===== src/rtl/backprop_hidden_delta_pkg.sv =====
// Shared Q5.10 constants, FSM state encoding and the saturation helper
// used by the hidden-neuron delta stage.
package backprop_hidden_delta_pkg;

    localparam int DWIDTH = 16;
    localparam int FRAC   = 10;

    localparam logic signed [DWIDTH-1:0] ONE_Q = 16'sh0400;
    localparam logic signed [DWIDTH-1:0] Q_MAX = 16'sh7FFF;
    localparam logic signed [DWIDTH-1:0] Q_MIN = 16'sh8000;

    typedef enum logic [2:0] {
        IDLE,
        ACCUM,
        DERIV,
        SCALE,
        OUT
    } state_t;

    // Callers sign-extend their intermediate to 64 bits so one clamp serves every width.
    function automatic logic signed [DWIDTH-1:0] sat_q(input logic signed [63:0] v);
        logic signed [63:0] hi;
        logic signed [63:0] lo;
        hi = {{(64-DWIDTH){Q_MAX[DWIDTH-1]}}, Q_MAX};
        lo = {{(64-DWIDTH){Q_MIN[DWIDTH-1]}}, Q_MIN};
        if (v > hi) begin
            sat_q = Q_MAX;
        end else if (v < lo) begin
            sat_q = Q_MIN;
        end else begin
            sat_q = v[DWIDTH-1:0];
        end
    endfunction

endpackage


===== src/rtl/backprop_hidden_delta_if.sv =====
// Handshake bundle between the hidden-delta stage and its neighbours:
// start/activation, the (w, d) pair stream and the delta result.
interface backprop_hidden_delta_if;
    import backprop_hidden_delta_pkg::*;

    logic                     start;
    logic signed [DWIDTH-1:0] a_in;
    logic                     in_valid;
    logic                     in_ready;
    logic signed [DWIDTH-1:0] w_in;
    logic signed [DWIDTH-1:0] d_in;
    logic                     busy;
    logic                     out_valid;
    logic                     out_ready;
    logic signed [DWIDTH-1:0] delta_out;

    modport master (
        output start,
        output a_in,
        output in_valid,
        output w_in,
        output d_in,
        output out_ready,
        input  in_ready,
        input  busy,
        input  out_valid,
        input  delta_out
    );

    modport slave (
        input  start,
        input  a_in,
        input  in_valid,
        input  w_in,
        input  d_in,
        input  out_ready,
        output in_ready,
        output busy,
        output out_valid,
        output delta_out
    );

endinterface


===== src/rtl/backprop_hidden_delta_fx_mul_sat.sv =====
// Combinational signed fixed-point multiply: full product, arithmetic shift
// by FRAC (truncating toward -inf), then clamp to one Q5.10 word.
module fx_mul_sat
    import backprop_hidden_delta_pkg::*;
#(
    parameter int AW = DWIDTH,
    parameter int BW = DWIDTH
) (
    input  logic signed [AW-1:0]     a,
    input  logic signed [BW-1:0]     b,
    output logic signed [DWIDTH-1:0] y
);

    localparam int PW = AW + BW;

    logic signed [PW-1:0] prod;
    logic signed [PW-1:0] shifted;

    always_comb begin
        prod    = PW'(a) * PW'(b);
        shifted = prod >>> FRAC;
        y       = sat_q({{(64-PW){shifted[PW-1]}}, shifted});
    end

endmodule


===== src/rtl/backprop_hidden_delta.sv =====
// Serial hidden-neuron delta: accumulates sum(w*d) over NTERM pairs, then
// delta_out = sat(sum * a*(a-1)) in Q5.10, returned over a valid/ready handshake.
module backprop_hidden_delta
    import backprop_hidden_delta_pkg::*;
#(
    parameter int NTERM = 4,
    parameter int ACCW  = 36
) (
    input logic                    clk,
    input logic                    rst,
    backprop_hidden_delta_if.slave bus
);

    localparam int CW = $clog2(NTERM + 1);
    localparam int PW = 2 * DWIDTH;

    state_t state;
    state_t state_next;

    logic signed [DWIDTH-1:0] a_reg;
    logic signed [DWIDTH-1:0] sum_reg;
    logic signed [DWIDTH-1:0] da_reg;
    logic signed [DWIDTH-1:0] delta_reg;
    logic signed [DWIDTH-1:0] da_calc;
    logic signed [DWIDTH-1:0] delta_calc;
    logic signed [ACCW-1:0]   acc;
    logic signed [ACCW-1:0]   acc_shifted;
    logic signed [PW-1:0]     pair_prod;
    logic signed [DWIDTH:0]   a_minus_one;
    logic [CW-1:0]            cnt;

    logic pair_xfer;
    logic out_xfer;
    logic last_pair;

    assign pair_xfer   = bus.in_valid && (state == ACCUM);
    assign out_xfer    = bus.out_ready && (state == OUT);
    assign last_pair   = pair_xfer && (cnt == CW'(NTERM - 1));
    assign pair_prod   = PW'(bus.w_in) * PW'(bus.d_in);
    assign acc_shifted = acc >>> FRAC;

    // One extra bit keeps a - 1.0 exact even for the most negative activation.
    assign a_minus_one = {a_reg[DWIDTH-1], a_reg} - {ONE_Q[DWIDTH-1], ONE_Q};

    fx_mul_sat #(
        .AW(DWIDTH),
        .BW(DWIDTH + 1)
    ) u_deriv (
        .a(a_reg),
        .b(a_minus_one),
        .y(da_calc)
    );

    fx_mul_sat #(
        .AW(DWIDTH),
        .BW(DWIDTH)
    ) u_scale (
        .a(sum_reg),
        .b(da_reg),
        .y(delta_calc)
    );

    always_ff @(posedge clk) begin
        if (rst) begin
            state <= IDLE;
        end else begin
            state <= state_next;
        end
    end

    always_comb begin
        state_next = state;
        case (state)
            IDLE:    if (bus.start) state_next = ACCUM;
            ACCUM:   if (last_pair) state_next = DERIV;
            DERIV:   state_next = SCALE;
            SCALE:   state_next = OUT;
            OUT:     if (out_xfer) state_next = IDLE;
            default: state_next = IDLE;
        endcase
    end

    // Datapath registers advance only in the state that owns them.
    always_ff @(posedge clk) begin
        if (rst) begin
            a_reg     <= '0;
            acc       <= '0;
            cnt       <= '0;
            sum_reg   <= '0;
            da_reg    <= '0;
            delta_reg <= '0;
        end else begin
            case (state)
                IDLE: begin
                    if (bus.start) begin
                        a_reg <= bus.a_in;
                        acc   <= '0;
                        cnt   <= '0;
                    end
                end
                ACCUM: begin
                    if (pair_xfer) begin
                        acc <= acc + {{(ACCW-PW){pair_prod[PW-1]}}, pair_prod};
                        cnt <= cnt + CW'(1);
                    end
                end
                DERIV: begin
                    sum_reg <= sat_q({{(64-ACCW){acc_shifted[ACCW-1]}}, acc_shifted});
                    da_reg  <= da_calc;
                end
                SCALE: begin
                    delta_reg <= delta_calc;
                end
                default: begin
                end
            endcase
        end
    end

    assign bus.in_ready  = (state == ACCUM);
    assign bus.busy      = (state != IDLE);
    assign bus.out_valid = (state == OUT);
    assign bus.delta_out = delta_reg;

endmodule


===== src/flat_wrapper.sv =====
// flat-port wrapper written by rule: the top's interface ports become plain ports
module backprop_hidden_delta_flat import backprop_hidden_delta_pkg::*;
#(
    parameter int NTERM = 4,
    parameter int ACCW  = 36
)
  (clk, rst, bus_start, bus_a_in, bus_in_valid, bus_w_in, bus_d_in, bus_out_ready, bus_in_ready, bus_busy, bus_out_valid, bus_delta_out);
  backprop_hidden_delta_if bus_i ();
  input logic clk;
  input logic rst;
  input wire logic [$bits(bus_i.start)-1:0] bus_start;
  input wire logic [$bits(bus_i.a_in)-1:0] bus_a_in;
  input wire logic [$bits(bus_i.in_valid)-1:0] bus_in_valid;
  input wire logic [$bits(bus_i.w_in)-1:0] bus_w_in;
  input wire logic [$bits(bus_i.d_in)-1:0] bus_d_in;
  input wire logic [$bits(bus_i.out_ready)-1:0] bus_out_ready;
  output wire logic [$bits(bus_i.in_ready)-1:0] bus_in_ready;
  output wire logic [$bits(bus_i.busy)-1:0] bus_busy;
  output wire logic [$bits(bus_i.out_valid)-1:0] bus_out_valid;
  output wire logic [$bits(bus_i.delta_out)-1:0] bus_delta_out;
  assign bus_i.start = bus_start;
  assign bus_i.a_in = bus_a_in;
  assign bus_i.in_valid = bus_in_valid;
  assign bus_i.w_in = bus_w_in;
  assign bus_i.d_in = bus_d_in;
  assign bus_i.out_ready = bus_out_ready;
  assign bus_in_ready = bus_i.in_ready;
  assign bus_busy = bus_i.busy;
  assign bus_out_valid = bus_i.out_valid;
  assign bus_delta_out = bus_i.delta_out;
  backprop_hidden_delta #(.NTERM(NTERM), .ACCW(ACCW)) u_core (.clk(clk), .rst(rst), .bus(bus_i));
endmodule

===== config.mk =====
export PLATFORM = sky130hd
export DESIGN_NAME = backprop_hidden_delta_flat
export DESIGN_NICKNAME = d
export VERILOG_FILES = /design/src/rtl/backprop_hidden_delta_pkg.sv /design/src/rtl/backprop_hidden_delta_if.sv /design/src/rtl/backprop_hidden_delta_fx_mul_sat.sv /design/src/rtl/backprop_hidden_delta.sv /design/src/flat_wrapper.sv
export SDC_FILE = /design/constraint.sdc
export NUM_CORES = 2
export LEC_CHECK = 0
export ABC_CLOCK_PERIOD_IN_PS = 9980
export BUFFER_PORTS_ARGS = -buffer_cell sky130_fd_sc_hd__buf_2
export CAP_MARGIN = 0
export CELL_PAD_IN_SITES_DETAIL_PLACEMENT = 0
export CELL_PAD_IN_SITES_GLOBAL_PLACEMENT = 1
export CORE_UTILIZATION = 50
export CTS_CLUSTER_DIAMETER = 120
export DETAILED_ROUTE_END_ITERATION = 8
export PLACE_DENSITY = 0.91
export SLEW_MARGIN = 10
export SYNTH_ARGS = -nofsm -noshare
export SYNTH_HDL_FRONTEND = slang
export SYNTH_SLANG_ARGS = --single-unit
export TNS_END_PERCENT = 100

===== constraint.sdc =====
create_clock -name clk -period 9.98 [get_ports clk]
set_input_delay 0.998 -clock clk [delete_from_list [all_inputs] [get_ports clk]]
set_output_delay 0.998 -clock clk [all_outputs]
set_load 0.02 [all_outputs]

==> impl_metrics.env <==
export IMPL_postLayoutCoreUtil=0.526
export IMPL_timing_worst_slew_pin_value_ns=1.06
export IMPL_drc=0
export IMPL_cts_buffers_inserted=9
export IMPL_cts_hold_buffers=0
export IMPL_grt_antenna_before_repair=1
export IMPL_dr_pass1_iters=7
export IMPL_fin_nets=4968
export IMPL_cts_setup_buffers=0
export IMPL_grt_max_degree=71
export IMPL_register_name_with_the_most_flops="u_core.acc"
export IMPL_worstHoldPathType="flop to flop"
export IMPL_cpMostUsedCell="sky130_fd_sc_hd__fa_1"
export IMPL_worst_hold_path_num_cells=2
export IMPL_routed_length_per_instance_um=16.0
export IMPL_final_setup_skew_ns=0.0194
export IMPL_status="finished, final reports clean"
export IMPL_setup_violations=0
export IMPL_clk_latency_ns=0.40
export IMPL_place_hpwl_um=62700
export IMPL_yosys_register_bits=106
export IMPL_overflow=0
export IMPL_fin_crit_sh=0.915
export IMPL_port_buffers=71
export IMPL_clock_root_buffer="sky130_fd_sc_hd__clkbuf_16"
export IMPL_slew_limit_headroom=0.292
export IMPL_timing_critical_path_from_type="primary input"
export IMPL_seq_area_um2=2120
export IMPL_critical_path_max_stage_delay_ns=0.81
export IMPL_grt_pass1_wl_um=132000
export IMPL_drt_first_iter_violations=1390
export IMPL_largest_reg_flops=36
export IMPL_final_hold_viol_count=0
export IMPL_critical_path_peak_fanout=16
export IMPL_floorplan_rows=96
export IMPL_cts_resized=0
export IMPL_coreArea_um2=68700
export IMPL_tritoncts="built"
export IMPL_post_route_cells_drive_above_1_share=0.0421
export IMPL_synth_edf_count=0
export IMPL_synth_async_reset_ratio=0
export IMPL_multi_input_area_um2=28500
export IMPL_syn_instance_count=3883
export IMPL_route_detailed_vias_per_inst=5.21
export IMPL_drv_slew=0
export IMPL_clk_path_buf_depth=2
export IMPL_fp_dieW_um=266
export IMPL_detail_route_antenna_nets=0
export IMPL_critPathCaptureType="flop"
export IMPL_hold_slack_ns=0.493
export IMPL_critical_path_class="primary input to flop"
export IMPL_flow_area_growth_from_synthesis_pct=4.10
export IMPL_slowest_stage="sky130_fd_sc_hd__a2111oi_0"
export IMPL_die_height_um=266
export IMPL_synthFlopType="sky130_fd_sc_hd__dfxtp_1"
export IMPL_synth_area_um2=34700
export IMPL_grt_pass1_vias=26900
export IMPL_clock_transition_at_path_regs_ns=0.08
export IMPL_synthDistinctLibCells=81
export IMPL_grt_use_total=0.232
export IMPL_maxClockFrequency_mhz=110
export IMPL_synthesis_area_per_instance_um2=8.94
export IMPL_postSynthNetCount=5010
export IMPL_yosys_warnings=0
export IMPL_worstRegToRegCells=30
export IMPL_globalplace_congestion=0.873
export IMPL_antenna_cells=0
export IMPL_clkSinkCount=106
export IMPL_die_area_um2=70500
export IMPL_worstPathArrival_ns=9.44
export IMPL_io_count=72
export IMPL_routed_via_count=24900
export IMPL_num_fill_cells=6417
export IMPL_timing_setup_tns_ns=0
export IMPL_rsz_0062_raised_after_global_routing="false"
export IMPL_initial_utilization=0.505
export IMPL_max_cap_violations=0
export IMPL_required_ns=10.28
export IMPL_min_period_ns=9.13
export IMPL_synth_yosys_seq_area_share=0.0611
export IMPL_route_final_wire_length_um=76400
export IMPL_ctsHtreeMaxLevel=3
-- final timing paths --
kind | from | slack, ns | to
worst max register to register | u_core.a_reg[10]$_SDFFE_PP0P_ | 1.52 | u_core.da_reg[3]$_SDFFE_PP0N_
worst max-delay path | bus_w_in[7] | 0.85 | u_core.acc[35]$_SDFFE_PP0P_
worst min register to register | u_core.cnt[2]$_SDFFE_PP0P_ | 0.49 | u_core.cnt[2]$_SDFFE_PP0P_
worst min-delay path | u_core.cnt[2]$_SDFFE_PP0P_ | 0.49 | u_core.cnt[2]$_SDFFE_PP0P_
-- final cells by class --
| type | count | share of cell area |
|---|---|---|
| Inverter | 939 | 0.0975 |
| Timing Repair Buffer | 93 | 0.0145 |
| Tap cell | 931 | 0.0322 |
| Multi-Input combinational cell | 2692 | 0.789 |
| Clock buffer | 10 | 0.00661 |
| Clock inverter | 6 | 0.00170 |
| Sequential cell | 106 | 0.0587 |
-- Yosys cell counts (4+ instances only) --
library cell / number / area [um2]
sky130_fd_sc_hd__inv_1: 938 / 3520
sky130_fd_sc_hd__fa_1: 783 / 15700
sky130_fd_sc_hd__nand2_1: 435 / 1630
sky130_fd_sc_hd__ha_1: 291 / 3640
sky130_fd_sc_hd__and2_1: 289 / 1810
sky130_fd_sc_hd__nor2_1: 163 / 612
sky130_fd_sc_hd__clkbuf_1: 140 / 526
sky130_fd_sc_hd__a21oi_1: 117 / 586
sky130_fd_sc_hd__dfxtp_1: 106 / 2120
sky130_fd_sc_hd__xnor2_1: 94 / 823
sky130_fd_sc_hd__o21ai_0: 60 / 300
sky130_fd_sc_hd__nand2b_1: 52 / 325
sky130_fd_sc_hd__nor2b_1: 41 / 257
sky130_fd_sc_hd__nor3_1: 41 / 205
sky130_fd_sc_hd__a21o_1: 38 / 285
sky130_fd_sc_hd__xor2_1: 29 / 254
sky130_fd_sc_hd__a22oi_1: 24 / 180
sky130_fd_sc_hd__a211oi_2: 21 / 263
sky130_fd_sc_hd__a211oi_1: 20 / 150
sky130_fd_sc_hd__nand3_1: 18 / 90.1
sky130_fd_sc_hd__o21a_1: 16 / 120
sky130_fd_sc_hd__a31oi_1: 14 / 87.6
sky130_fd_sc_hd__nand4_1: 14 / 87.6
sky130_fd_sc_hd__and3_1: 13 / 81.3
sky130_fd_sc_hd__o21bai_1: 10 / 75.1
sky130_fd_sc_hd__or3_1: 9 / 56.3
sky130_fd_sc_hd__nor3b_1: 7 / 52.6
sky130_fd_sc_hd__or2_2: 7 / 43.8
sky130_fd_sc_hd__and4_1: 5 / 43.8
sky130_fd_sc_hd__nor4_1: 4 / 25.0
sky130_fd_sc_hd__o211ai_1: 4 / 30.0
sky130_fd_sc_hd__o31a_1: 4 / 35.0
-- per-layer routing --
layer  up-vias  global-route usage  part of all wire
li1      11500                   -                 -
met1     12600               0.300              0.42
met2       581               0.403              0.50
met3       135              0.0256             0.048
met4         2              0.0797             0.031
met5         -                   0           0.00017
-- stage by stage --
step	area, um2	instances	worst slack [ns]
2_1_floorplan	34700	3883	1.20
3_3_place_gp	35800	4761	0.513
3_5_place_dp	35800	4761	0.424
4_1_cts	36100	4777	0.807
5_1_grt	36100	4777	0.181
6_report	36100	4777	0.848
-- critical path: cells and delay by family --
kind            cells  cell delay [ns]
xor+xnor            2             0.24
simple gates        4             1.10
compound gates     17             3.25
fa+ha+maj           8             3.53
buf+inv             3             0.30
-- cell families after synthesis --
group / after synthesis / share of synthesized area
AOI/OAI and AO/OA: 381 / 0.0763
xor gates and xnor gates: 124 / 0.0315
buffers and inverters: 1085 / 0.118
adders and majority gates: 1074 / 0.556
and+or+nand+nor: 1113 / 0.157
DFF: 106 / 0.0611
-- placed cells by master, fill, tap and decap left out, types with 60 or more instances in the layout --
cell,count
sky130_fd_sc_hd__xnor2_1,94
sky130_fd_sc_hd__fa_1,783
sky130_fd_sc_hd__and2_1,289
sky130_fd_sc_hd__buf_2,70
sky130_fd_sc_hd__o21ai_0,60
sky130_fd_sc_hd__ha_1,291
sky130_fd_sc_hd__nor2_1,162
sky130_fd_sc_hd__nand2_1,435
sky130_fd_sc_hd__dfxtp_1,106
sky130_fd_sc_hd__a21oi_1,117
sky130_fd_sc_hd__inv_1,938
Power is left out: the tool's default activity adds up to more than one toggle a clock period on the data nets, which glitch-free logic cannot reach.
